<file path="src/rtl/frame_drawer.sv">
// frame_drawer: on a one-cycle start request, paints one animation frame as a
// stream of VGA pixel writes. It erases the old ball, draws the new ball and the
// four platforms, then emits a one-cycle done pulse. Every data input is
// captured when the frame starts, so changes to the inputs mid-frame have no
// effect on the frame in progress.
// Optional build macro SCORE_BAR_EN adds a score bar pass on row 0 after the
// platforms. It is white up to min(score,160) columns and black for the rest.
// In the default build the score_out input is left unconnected internally.
//
// state   | meaning
// IDLE    | waiting for start, all outputs low
// ERASE   | paint previous ball square black
// BALL    | paint current ball square in ball colour
// PLAT0-3 | paint platform i, PLAT_W x 2 pixels
// BAR     | score bar on row 0 (SCORE_BAR_EN only)
// DONE    | one-cycle done pulse
module frame_drawer #(
    parameter int BALL_X    = 76,
    parameter int BALL_SIZE = 4,
    parameter int PLAT_W    = 16,
    parameter int PLAT_Y    = 112
) (
    input  logic        clk,
    input  logic        reset,
    input  logic        start,
    input  logic [7:0]  prev_ball_out,
    input  logic [7:0]  curr_ball_out,
    input  logic [2:0]  color_ball_out,
    input  logic [11:0] color_plats_out,
    input  logic [31:0] position_plats_out,
    input  logic [15:0] score_out,
    output logic [7:0]  x,
    output logic [6:0]  y,
    output logic [2:0]  colour,
    output logic        plot,
    output logic        busy,
    output logic        done
);

    typedef enum logic [3:0] {
        S_IDLE, S_ERASE, S_BALL, S_PLAT0, S_PLAT1, S_PLAT2, S_PLAT3, S_BAR, S_DONE
    } state_t;

    localparam logic [8:0] BALL_X9   = 9'(BALL_X);
    localparam logic [8:0] PLAT_Y9   = 9'(PLAT_Y);
    localparam logic [7:0] BALL_LAST = 8'(BALL_SIZE - 1);
    localparam logic [7:0] PLAT_LAST = 8'(PLAT_W - 1);

    state_t      state_q, state_d, after;
    logic [7:0]  col_q, col_d, row_q, row_d;
    logic [7:0]  prev_q, curr_q;
    logic [2:0]  ball_col_q;
    logic [11:0] pcol_q;
    logic [31:0] pos_q;
    logic        load;
    logic        pix_en;
    logic [8:0]  base_x, base_y, x_sum, y_sum;
    logic [2:0]  pix_col;
    logic [7:0]  last_col, last_row;
`ifdef SCORE_BAR_EN
    logic [15:0] score_q;
`endif

    assign load = (state_q == S_IDLE) && start;

    // State, scan counters and frame shadow registers
    always_ff @(posedge clk or posedge reset) begin
        if (reset) begin
            state_q    <= S_IDLE;
            col_q      <= '0;
            row_q      <= '0;
            prev_q     <= '0;
            curr_q     <= '0;
            ball_col_q <= '0;
            pcol_q     <= '0;
            pos_q      <= '0;
`ifdef SCORE_BAR_EN
            score_q    <= '0;
`endif
        end else begin
            state_q <= state_d;
            col_q   <= col_d;
            row_q   <= row_d;
            if (load) begin
                prev_q     <= prev_ball_out;
                curr_q     <= curr_ball_out;
                ball_col_q <= color_ball_out;
                pcol_q     <= color_plats_out;
                pos_q      <= position_plats_out;
`ifdef SCORE_BAR_EN
                score_q    <= score_out;
`endif
            end
        end
    end

    // Per-state scan geometry, pixel address and next-state sequencing
    always_comb begin
        state_d  = state_q;
        col_d    = col_q;
        row_d    = row_q;
        pix_en   = 1'b0;
        base_x   = '0;
        base_y   = '0;
        pix_col  = '0;
        last_col = '0;
        last_row = '0;
        after    = S_IDLE;
        case (state_q)
            S_IDLE:  if (start) state_d = S_ERASE;
            S_ERASE: begin
                pix_en = 1'b1; base_x = BALL_X9; base_y = {1'b0, prev_q};
                last_col = BALL_LAST; last_row = BALL_LAST; after = S_BALL;
            end
            S_BALL: begin
                pix_en = 1'b1; base_x = BALL_X9; base_y = {1'b0, curr_q};
                pix_col = ball_col_q;
                last_col = BALL_LAST; last_row = BALL_LAST; after = S_PLAT0;
            end
            S_PLAT0: begin
                pix_en = 1'b1; base_x = {1'b0, pos_q[7:0]}; pix_col = pcol_q[2:0];
                after = S_PLAT1;
            end
            S_PLAT1: begin
                pix_en = 1'b1; base_x = {1'b0, pos_q[15:8]}; pix_col = pcol_q[5:3];
                after = S_PLAT2;
            end
            S_PLAT2: begin
                pix_en = 1'b1; base_x = {1'b0, pos_q[23:16]}; pix_col = pcol_q[8:6];
                after = S_PLAT3;
            end
            S_PLAT3: begin
                pix_en = 1'b1; base_x = {1'b0, pos_q[31:24]}; pix_col = pcol_q[11:9];
`ifdef SCORE_BAR_EN
                after = S_BAR;
`else
                after = S_DONE;
`endif
            end
`ifdef SCORE_BAR_EN
            S_BAR: begin
                pix_en   = 1'b1;
                last_col = 8'd159;
                pix_col  = ({8'd0, col_q} < score_q) ? 3'b111 : 3'b000;
                after    = S_DONE;
            end
`endif
            S_DONE:  state_d = S_IDLE;
            default: state_d = S_IDLE;
        endcase

        // Platforms share one geometry; only base column and colour differ
        if (state_q == S_PLAT0 || state_q == S_PLAT1 ||
            state_q == S_PLAT2 || state_q == S_PLAT3) begin
            base_y   = PLAT_Y9;
            last_col = PLAT_LAST;
            last_row = 8'd1;
        end

        // 9-bit sums so a shape hanging past the screen edge never wraps back on
        x_sum = base_x + {1'b0, col_q};
        y_sum = base_y + {1'b0, row_q};

        if (pix_en) begin
            if (col_q == last_col) begin
                col_d = '0;
                if (row_q == last_row) begin
                    row_d   = '0;
                    state_d = after;
                end else begin
                    row_d = row_q + 8'd1;
                end
            end else begin
                col_d = col_q + 8'd1;
            end
        end
    end

    // VGA write port and status; off-screen pixels still take their cycle
    always_comb begin
        plot   = pix_en && (x_sum < 9'd160) && (y_sum < 9'd120);
        x      = pix_en ? x_sum[7:0] : 8'd0;
        y      = pix_en ? y_sum[6:0] : 7'd0;
        colour = pix_en ? pix_col : 3'd0;
        busy   = (state_q != S_IDLE);
        done   = (state_q == S_DONE);
    end

endmodule

</file>
<file path="config.mk">
export PLATFORM = sky130hd
export DESIGN_NAME = frame_drawer
export DESIGN_NICKNAME = d
export VERILOG_FILES = /design/src/rtl/frame_drawer.sv
export SDC_FILE = /design/constraint.sdc
export NUM_CORES = 1
export LEC_CHECK = 0
export BUFFER_PORTS_ARGS = -buffer_cell sky130_fd_sc_hd__clkbuf_2
export CAP_MARGIN = 20
export CORE_MARGIN = 4
export CORE_UTILIZATION = 55
export CTS_CLUSTER_SIZE = 12
export DETAILED_ROUTE_END_ITERATION = 8
export GPL_TIMING_DRIVEN = 0
export PLACE_DENSITY = 0.81
export SLEW_MARGIN = 10
export SYNTH_ARGS = -nofsm -noshare
export SYNTH_HDL_FRONTEND = slang
export SYNTH_SLANG_ARGS = --single-unit
</file>
<file path="constraint.sdc">
create_clock -name clk -period 5.4 [get_ports clk]
set_input_delay 1.08 -clock clk [delete_from_list [all_inputs] [get_ports clk]]
set_output_delay 1.08 -clock clk [all_outputs]
set_load 0.02 [all_outputs]
</file>
# Yosys cells after proc, flatten, opt, wreduce, memory -nomap -nowiden
# Index checks and enable logic that the tools add are counted.
dict set report op_classes {
  add_sub_neg 4
  n_lt_le_gt_ge 2
  n_eq_ne 9
  mux 19
  reduce_logical 11
}
# operator n
set op_table {}
lappend op_table {{$mux W8} 5}
lappend op_table {{$pmux W8 S5} 1}
lappend op_table {{$pmux W4 S6} 1}
lappend op_table {{$add A9 B8 Y9} 2}
lappend op_table {{$add A8 B1 Y8 const B} 2}
lappend op_table {{$eq A8 B8 Y1} 2}
lappend op_table {{$mux W4} 4}
lappend op_table {{$pmux W8 S2} 1}
lappend op_table {{$pmux W3 S5} 1}
lappend op_table {{$eq A4 B3 Y1 const B} 3}
lappend op_table {{$lt A9 B7 Y1 const B} 1}
lappend op_table {{$lt A9 B8 Y1 const B} 1}
lappend op_table {{$mux W9} 1}
lappend op_table {{$eq A4 B2 Y1 const B} 2}
lappend op_table {{$pmux W4 S2} 1}
lappend op_table {{$mux W7} 1}
lappend op_table {{$reduce_or A6 Y1} 1}
lappend op_table {{$eq A4 B1 Y1 const B} 1}
lappend op_table {{$eq A4 B4 Y1 const B} 1}
lappend op_table {{$logic_not A4 Y1} 1}
lappend op_table {{$reduce_bool A4 Y1} 1}
lappend op_table {{$logic_and A1 B1 Y1} 3}
lappend op_table {{$logic_or A1 B1 Y1} 3}
lappend op_table {{$mux W3} 1}
lappend op_table {{4 further kinds} 4}
dict set report word_totals {
  reg_bits 83
  input_bits 82
  out_inout_bits 21
  wordCells 53
}

# Logic depth before layout (Yosys ltp)
# Gate-level depths: netlist (run 1).
dict set report logic_depth {
  ltp_word 9
  mapped_depth 15
  depth_no_buf 12
}

# Least setup slack after synthesis (run 1)
# No wires, ideal clock.
dict set report synth_timing {
  path_type {register to output}
  startpoint {register state_q[0]}
  endpoint {output port plot}
  arrival_time_ns 3.572
  required_time_ns 4.320
  path_slack_ns 0.748
  path_stages_with_launch 14
  path_cell_list {dfrtp_1 -> buf_2 -> buf_1 -> buf_1 -> nor2b_1 -> a22oi_1 -> nor2_1 -> ha_1 -> a211oi_1 -> nor2_1 -> o31a_1 -> or3_1 -> a31o_2 -> a211oi_1}
}
dict set report synth_via {
  elab_chain_cells 8
}
# element line
set synth_lines {}
lappend synth_lines {{start: declaration} 49} ;# state_t state_q, state_d, after;
lappend synth_lines {{start signal: assignment} 81} ;# state_q <= state_d;
lappend synth_lines {{branches (longest 7 deep; another with $add A9 B8 Y9)} -}
lappend synth_lines {{$logic_and A1 B1 Y1 *} 181} ;# plot = pix_en && (x_sum < 9'd160) && (y_sum < 9'd120);
lappend synth_lines {{end: declaration} 35} ;# output logic plot,
# Mark *: on every way between the ends.

# Worst setup path after layout (run 1)
dict set report layout_timing {
  startpoint {register state_q[3]}
  endpoint {output port plot}
}
# Same word-level chain as after synthesis.

==> results of run 1 <==
==> power breakdown <==
| group | internal, mW | switching (mW) |
|---|---|---|
| sequential | 0.897 | 0.190 |
| combinational | 0.702 | 0.859 |
| clock | 0.257 | 0.216 |
==> routing by layer <==
layer / up-vias / routed length [µm] / global-route usage (%)
met5: - / 0 / 0
met4: 0 / 141 / 7.047
met3: 16 / 519 / 4.152
met2: 81 / 5413 / 37.87
met1: 1795 / 4718 / 29.55
li1: 1808 / - / -
==> layout make-up <==
class | count | share of cell area (%)
repair buffers | 87 | 8.290
clock inverters | 5 | 1.427
flip-flops and latches | 83 | 37.60
multi-input cells | 330 | 45.84
well taps | 105 | 2.378
plain buffers | 18 | 1.563
inverters | 8 | 0.5889
clock buffers | 10 | 2.310
==> registers in the layout, indices dropped and copies added (netlist names) <==
name	flops
pos_q	32
row_q	8
ball_col_q	3
col_q	8
curr_q	8
prev_q	8
pcol_q	12
state_q	4
==> worst register-to-register path, stage by stage (launching register included) <==
cell and delay [ns]:
dfrtp_1 0.36, buf_2 0.22, or3_4 0.45, and3_4 0.20, a2111oi_4 0.55, and3_4 0.31
a211oi_1 0.06, a221o_1 0.25
==> Yosys cell counts (all sizes together), types with 3 or more instances <==
cell	n	area [µm²]
and2	6	37.54
o31ai	3	22.52
a221o	3	30.03
o21bai	3	22.52
nor3	8	40.04
inv	8	30.03
nor2b	3	18.77
a211oi	9	67.56
mux2i	4	52.55
a21o	7	52.55
a31oi	3	25.02
xnor2	11	96.34
mux2	63	709.4
o21ai	18	90.09
a22oi	20	150.1
a311oi	4	35.03
a21oi	15	75.07
o211ai	3	22.52
or2	4	25.02
buf	9	48.79
dfrtp	83	2077
nand2	26	97.59
and3	9	66.31
nand3	6	30.03
or3	3	23.77
nand2b	4	25.02
clkbuf	12	45.04
ha	18	225.2
xor2	8	70.07
nor2	44	165.2
nand4	5	31.28
==> final timing paths <==
kind | from | endpoint | slack, ns | cells after the start
max in group asynchronous | reset | col_q[0] | 4.10 | 3
worst min-delay path | col_q[7] | col_q[7] | 0.49 | 1
worst max register to register | state_q[0] | state_q[1] | 2.89 | 7
worst max-delay path | state_q[3] | plot | 0.32 | 14
worst min register to register | col_q[7] | col_q[7] | 0.49 | 1
min in group asynchronous | reset | pcol_q[1] | 0.71 | 2
==> cells by family after synthesis <==
| kind of cell | synth area share (%) |
|---|---|
| AOI/OAI and AO/OA | 15.13 |
| xor gates and xnor gates | 3.523 |
| adders and majority gates | 5.616 |
| buffers and inverters | 2.622 |
| DFF | 43.97 |
| muxes | 16.13 |
| and+or+nand+nor | 13.01 |
==> per-stage QoR <==
step | worst slack [ns] | hold WS (ns) | cells | total power [mW]
2_1_floorplan | 0.7482 | 0.4635 | 442 | 2.220
3_3_place_gp | 0.4132 | 0.4746 | 633 | 2.585
3_5_place_dp | 0.2742 | 0.4820 | 634 | 2.653
4_1_cts | 0.03221 | 0.4954 | 649 | 3.140
5_1_grt | 0.09538 | 0.5176 | 646 | 3.364
6_report | 0.3178 | 0.4925 | 646 | 3.121
==> impl_metrics.tcl, run 1 <==
set metrics [dict create \
    antenna_found_initial 0 \
    synth_edf_count 0 \
    netlist_area_um2 4723 \
    maxCapViolCount 0 \
    start_util_pct 56.91 \
    viasPerCell 5.728 \
    remaining_drc_errors 0 \
    wl_per_cell_um 16.71 \
    htree_levels 3 \
    mostFrequentLayoutCells "88 x clkbuf_2, 83 x dfrtp_1, 51 x mux2_2" \
    die_w_um 100.7 \
    clock_skew_ns 0.007525 \
    avgSynthCellArea_um2 10.69 \
    clock_latency_ns 0.34 \
    clk_pin_slew_ns 0.07 \
    cpMostUsedCell "a211oi_1" \
    max_stage_delay_ns 0.54 \
    ctsResizeCount 2 \
    syn_nets 544 \
    setup_violations 0 \
    portBuffers 86 \
    async_flop_share_pct 100.0 \
    clock-sinks 83 \
    cts_root_buffer "clkbuf_8" \
    synth-seq-cells 83 \
    antenna_left 0 \
    grt_pass1_wl_um 18200 \
    placed_area_um2 5315 \
    drv_slew 0 \
    n_fill_cell 645 \
    ys_warn_count 0 \
    area_delta_synth_final_pct 16.95 \
    final_nets 639 \
    setup_tns_ns 0 \
    ctsLongestPathBuffers 2 \
    die_y_um 100.7 \
    final_util_pct 66.56 \
    holdBufCountCts 0 \
    cp.required_ns 4.32 \
    timing_worst_setup_path_type "flip-flop to primary output" \
    cts_setup_buffers 0 \
    p_leak_nw 2.667 \
    num_rows 33 \
    crit_buf_inv 2 \
    path_delay_family "compound AO/OA/AOI/OAI gates" \
    tritoncts "done" \
    tightest_slew_ns 0.6593 \
    worstPathMaxFanout 10 \
    multi_input_area_um2 2532 \
    fmax_mhz 196.8 \
    cts_buffers 9 \
    antenna_cells 0 \
    grt_use_total_pct 22.52 \
    wirelength_um 10790 \
    synth_ff_type "dfrtp_1" \
    final_common_cell "clkbuf_2" \
    irDropWorstVdd_mv 0.2621 \
    cp_cell_sequence "nor2_1, and3_1, clkbuf_1, a22oi_1, nand2_1, ha_1, fa_1, a211oi_1, o21bai_1, a21oi_1, o211ai_1, a31o_2, a211oi_1, clkbuf_2" \
    powerDensity_nw_per_um2 565.0 \
    arrival_ns 4.00 \
    fin_area_um2 5524 \
    grt_remaining_overflow 0 \
    crit_path_end_kind "primary output" \
    core-area_um2 8299 \
    ioPinCount 103 \
    routabilityCongestion 0.8411 \
    grt_max_degree 55 \
    finalWorstPathRequiredPeriod_ns 5.082 \
    vias 3700 \
    dp_hpwl_um 8346 \
    hold_viol 0 \
    dr.pass1.iters 4 \
    crit_slowest_cell "dfrtp_1" \
    syn_inst 442 \
    status "finished, final reports clean" \
    drive_gt1_share_pct 32.35 \
    grt_setup_unrepaired "false" \
    dieArea_um2 10130 \
    relSlewSlack_pct 55.89 \
    finalCritPeriodShare_pct 94.12 \
    seq_area_frac_synth_pct 43.97 \
    drt_iter0_drc 156 \
    cp-start-kind "flip-flop" \
    grt_pass1_vias 3911 \
    regArea_um2 2077 \
    min_path_type "flip-flop to flip-flop" \
    synth.distinct_cells 56 \
]
Power figures use the tool's default switching activity.
==> run 2, diff against run 1 <==
PLACE_DENSITY = 0.88   (was 0.81)
==> run 2 against run 1 <==
Effect of this change: total power rose by 1.8%; clock-buffer cell count did not move; clock skew fell by 0.00051 ns; core utilization rose by 0.060 points; critical path depth did not move.
==> impl_metrics.tcl, run 2 (synthesis gave the netlist of run 1 again) <==
set metrics [dict create \
    status "finished, final reports clean" \
    r2r-start "state_q[0]" \
    grt_setup_unrepaired "false" \
    viasPerCell 5.986 \
    die_w_um 100.7 \
    dp_hpwl_um 8503 \
    finalCritPeriodShare_pct 94.32 \
    tightest_slew_ns 0.7215 \
    holdPathStages 1 \
    ioPinCount 103 \
    clock_power_share_pct 16.0 \
    dieArea_um2 10130 \
    internal_power_mw 1.901 \
    routabilityCongestion 0.8637 \
    critPathLaunch "state_q[1]" \
    crit_end "plot" \
    finalWorstPathRequiredPeriod_ns 5.093 \
    worstPathMaxFanout 10 \
    n_fill_cell 590 \
    largest_register_ff_count 32 \
    mostFrequentLayoutCells "89 x clkbuf_2, 83 x dfrtp_1, 51 x mux2_2" \
    core-area_um2 8299 \
    fin_area_um2 5529 \
    r2r_cells 8 \
    area_delta_synth_final_pct 17.06 \
    die_y_um 100.7 \
    cp-start-kind "flip-flop" \
    antenna_cells 0 \
    fmax_mhz 196.3 \
    htree_levels 3 \
    min_path_type "flip-flop to flip-flop" \
    cts_buffers 9 \
    remaining_drc_errors 0 \
    wl_per_cell_um 17.29 \
    clock_skew_ns 0.007016 \
    hold_viol 0 \
    grt_remaining_overflow 0 \
    final_nets 640 \
    cts_root_buffer "clkbuf_8" \
    arrival_ns 4.01 \
    grt_pass1_wl_um 18600 \
    irDropWorstVdd_mv 0.3541 \
    holdBufCountCts 0 \
    vias 3861 \
    pwr-share-seq_pct 34.4 \
    placed_area_um2 5308 \
    cp.required_ns 4.32 \
    wirelength_um 11160 \
    top_register "pos_q" \
    antenna_found_initial 0 \
    clk_pin_slew_ns 0.07 \
    top_regs "pos_q (32), pcol_q (12)" \
    swShare_pct 40.16 \
    drt_iter0_drc 218 \
    grt_max_degree 43 \
    grt_pass1_vias 3926 \
    r2r_end "state_q[0]" \
    p_leak_nw 2.667 \
    tritoncts "done" \
    rrSetupSlack_ns 2.88 \
    ctsLongestPathBuffers 2 \
    switchingPower_mw 1.276 \
    place_inst 634 \
    dr.pass1.iters 5 \
    setup_violations 0 \
    final_common_cell "clkbuf_2" \
    drv_slew 0 \
    timing_worst_setup_path_type "flip-flop to primary output" \
    num_rows 33 \
    final_util_pct 66.62 \
    p_comb_share_pct 49.6 \
    drive_gt1_share_pct 31.85 \
    crit_path_end_kind "primary output" \
    clock-sinks 83 \
    portBuffers 86 \
    clock_latency_ns 0.35 \
    instances_no_fill 645 \
    setup_tns_ns 0 \
    start_util_pct 56.91 \
    grt_use_total_pct 23.09 \
    powerDensity_nw_per_um2 574.5 \
    antenna_left 0 \
    relSlewSlack_pct 51.72 \
    maxCapViolCount 0 \
]
[run 2: changes by cell type in the layout (fill, tap and decap cells not counted)]
cell	change
clkinv_2	-2
buf_16	-1
bufinv_16	+1
clkbuf_2	+1
clkinv_4	-1
nor2b_2	-1
buf_2	-1
nor2b_1	+1
clkbuf_1	+1
buf_12	+1
[run 2: critical path: stages, from the launching register on]
cell and delay, ns:
dfrtp_1 0.35, buf_6 0.13, clkbuf_1 0.35, clkbuf_2 0.31
nor2b_2 0.35, a22oi_1 0.11, nor2_1 0.21, ha_1 0.29
a211oi_1 0.25, nor2_1 0.12, o31a_1 0.27, or3_1 0.31
a31o_2 0.25, a211oi_1 0.15, clkbuf_2 0.20
[run 2: power groups by stage]
stage / clock network (mW) / registers (mW) / logic, mW
after floorplan: 0 / 1.04 / 1.18
after global placement: 0 / 1.08 / 1.51
after detailed placement: 0 / 1.10 / 1.56
after CTS: 0.511 / 1.09 / 1.58
after global routing: 0.539 / 1.13 / 1.75
final: 0.508 / 1.09 / 1.57
[run 2: metal layers]
metal | vias to the layer above | global-route usage (%) | wire (µm)
met5 | - | 0 | 0
met2 | 141 | 38.94 | 5559
met4 | 0 | 8.290 | 242
li1 | 1803 | - | -
met3 | 20 | 3.322 | 601
met1 | 1897 | 30.36 | 4752
[run 2: worst min-delay path by stage]
stage	startpoint	to	slack (ns)
floorplan	ball_col_q[0]	ball_col_q[0]	0.46
global placement	ball_col_q[0]	ball_col_q[0]	0.48
detailed placement	ball_col_q[0]	ball_col_q[0]	0.48
CTS	ball_col_q[0]	ball_col_q[0]	0.50
global route	pos_q[17]	pos_q[17]	0.52
finish	ball_col_q[0]	ball_col_q[0]	0.49
[run 2: cell type report]
cell class,instances,area (µm²),share of cell area (%)
clock buffers,10,127.6,2.308
well taps,105,131.4,2.376
flip-flops and latches,83,2077,37.57
repair buffers,87,450.4,8.147
plain buffers,19,90.09,1.629
multi-input cells,330,2530,45.76
clock inverters,3,90.09,1.629
inverters,8,32.53,0.5884
[run 2: through the flow]
stage               hold slack [ns]  setup slack, ns  power (mW)
global route                 0.5220         0.009318       3.411
CTS                          0.4964          0.04570       3.179
global placement             0.4752           0.4314       2.585
finish                       0.4924           0.3065       3.176
detailed placement           0.4802           0.4573       2.661
floorplan                    0.4635           0.7482       2.220
[run 2: timing repair]
| action | 4_1_cts | 5_1_grt |
|---|---|---|
| endpoints found under the setup margin | 0 | 2 |
| setup buffers | 0 | 0 |
| resized for setup | 0 | 7 |
==> run 3, diff against run 2 <==
CELL_PAD_IN_SITES_DETAIL_PLACEMENT = 2   (was unset)
CELL_PAD_IN_SITES_GLOBAL_PLACEMENT = 2   (was unset)
CORE_UTILIZATION = 35   (was 55)
==> run 3 against run 2 <==
Effect of this change: critical path type unchanged; clock skew hardly changed; register-to-register slack worse by 0.10 ns; global-route usage is 0.23 points lower.
==> impl_metrics.tcl, run 3 (synthesis gave the netlist of run 1 again) <==
set metrics [dict create \
    drt_iter0_drc 169 \
    fin_ws_ns 0.3091 \
    worstPathMaxFanout 17 \
    timing_worst_setup_path_type "flip-flop to primary output" \
    hold_viol 0 \
    antenna_found_initial 0 \
    area_delta_synth_final_pct 21.59 \
    maxCapViolCount 0 \
    final_nets 638 \
    setup_violations 0 \
    cts_setup_buffers 0 \
    min_path_type "flip-flop to flip-flop" \
    drv_slew 0 \
    ctsLongestPathBuffers 2 \
    tritoncts "done" \
    portBuffers 86 \
    final_common_cell "clkbuf_2" \
    arrival_ns 4.01 \
    remaining_drc_errors 0 \
    clock_skew_ns 0.007192 \
    fmax_mhz 196.4 \
    crit_slowest_cell "dfrtp_1" \
    die_y_um 124.2 \
    finalWorstPathRequiredPeriod_ns 5.091 \
    powerDensity_nw_per_um2 609.3 \
    p_leak_nw 2.714 \
    tightest_slew_ns 0.7717 \
    setup_tns_ns 0 \
    status "finished, final reports clean" \
    top_regs "pos_q (32), pcol_q (12)" \
    largest_register_ff_count 32 \
    grt_max_degree 49 \
    cts_root_buffer "clkbuf_16" \
    post-place-ws_ns 0.08774 \
    cp-start-kind "flip-flop" \
    top_register "pos_q" \
    crit_path_end_kind "primary output" \
    vias 4009 \
    clock-sinks 83 \
    antenna_left 0 \
    grt_pass1_wl_um 26610 \
    routabilityCongestion 0.7893 \
    drive_gt1_share_pct 34.20 \
    relSlewSlack_pct 48.16 \
    grt_use_total_pct 22.86 \
    wl_per_cell_um 23.25 \
    ioPinCount 103 \
    num_rows 42 \
    htree_levels 3 \
    clock_latency_ns 0.35 \
    finalCritPeriodShare_pct 94.28 \
    clk_pin_slew_ns 0.06 \
    grt_remaining_overflow 0 \
    core-area_um2 13240 \
    dr.pass1.iters 4 \
    cp_cell_sequence "clkbuf_4, buf_2, nor2b_2, a22oi_1, nor2_1, ha_1, a211oi_1, nor2_1, o31a_1, or3_1, a31o_2, a211oi_1, clkbuf_2" \
    dieArea_um2 15420 \
    grt_setup_unrepaired "false" \
    holdBufCountCts 0 \
    die_w_um 124.2 \
    irDropWorstVdd_mv 0.2136 \
    max_stage_delay_ns 0.34 \
    viasPerCell 5.591 \
    cp.required_ns 4.32 \
    antenna_cells 0 \
    cts_buffers 9 \
    mostFrequentLayoutCells "89 x clkbuf_2, 82 x dfrtp_1, 51 x mux2_2" \
    dp_hpwl_um 11850 \
    start_util_pct 35.67 \
    wirelength_um 16670 \
    grt_pass1_vias 4649 \
]
==> run 3: cell types whose count changed in the layout (fill, tap and decap cells not counted), sizes merged <==
cell      before  now
clkinvlp       0    1
buf            8    7
inv            8   10
clkbuf       108  107
bufinv         3    1
clkinv         0    2
==> run 3: path summary, 6_finish.rpt <==
path / to / slack (ns) / cells past startpoint / startpoint
worst max register to register: row_q[6] / 2.78 / 8 / state_q[0]
worst min register to register: pcol_q[8] / 0.50 / 1 / pcol_q[8]
worst min-delay path: pcol_q[8] / 0.50 / 1 / pcol_q[8]
min in group asynchronous: pos_q[9] / 0.76 / 2 / reset
max in group asynchronous: curr_q[5] / 4.01 / 3 / reset
worst max-delay path: plot / 0.31 / 13 / state_q[0]
==> run 3: layout make-up <==
type	instances	area [µm²]
Inverter	8	32.53
Fill cell	1396	7500
Multi-Input combinational cell	330	2556
Tap cell	176	220.2
Clock buffer	10	239.0
Buffer	17	86.33
Sequential cell	83	2078
Timing Repair Buffer	87	457.9
Clock inverter	6	72.57
==> run 3: critical path, delay by kind of cell (launching register included) <==
family | cells | cell delay (ns)
compound gates | 5 | 1.17
fa+ha+maj | 1 | 0.32
buf+inv | 3 | 0.78
flops | 1 | 0.34
simple gates | 4 | 1.07
==> run 3: per-layer routing <==
metal,vias to the layer above,share of wire [%],track usage [%]
met2,108,52,40.84
met5,-,0,0
met4,0,2.4,8.145
met3,35,4.5,4.541
met1,2049,41,27.21
li1,1817,-,-
==> run 3: per-stage QoR <==
step	cell area [µm²]	std cells	power, mW	util, %	hold WS [ns]
after floorplan	4723	442	2.220	-	0.4635
after detailed placement	5404	705	2.776	40.81	0.4861
after global placement	5374	704	2.634	40.58	0.4771
final	5743	717	3.499	43.37	0.5033
after CTS	5718	718	3.509	43.18	0.5061
after global routing	5743	717	3.742	43.37	0.5289
==> run 3: power breakdown <==
part           switching [mW]  internal, mW  leakage, nW  total, mW
sequential              0.240         0.899         1.04       1.14
clock                   0.280         0.376        0.150      0.657
combinational           0.990         0.714         1.53       1.70
total                    1.51          1.99         2.71       3.50
==> run 3: repair_timing <==
item,CTS,global route
gates resized for setup,6,9
hold endpoints to repair,0,0
setup endpoints to repair,2,2
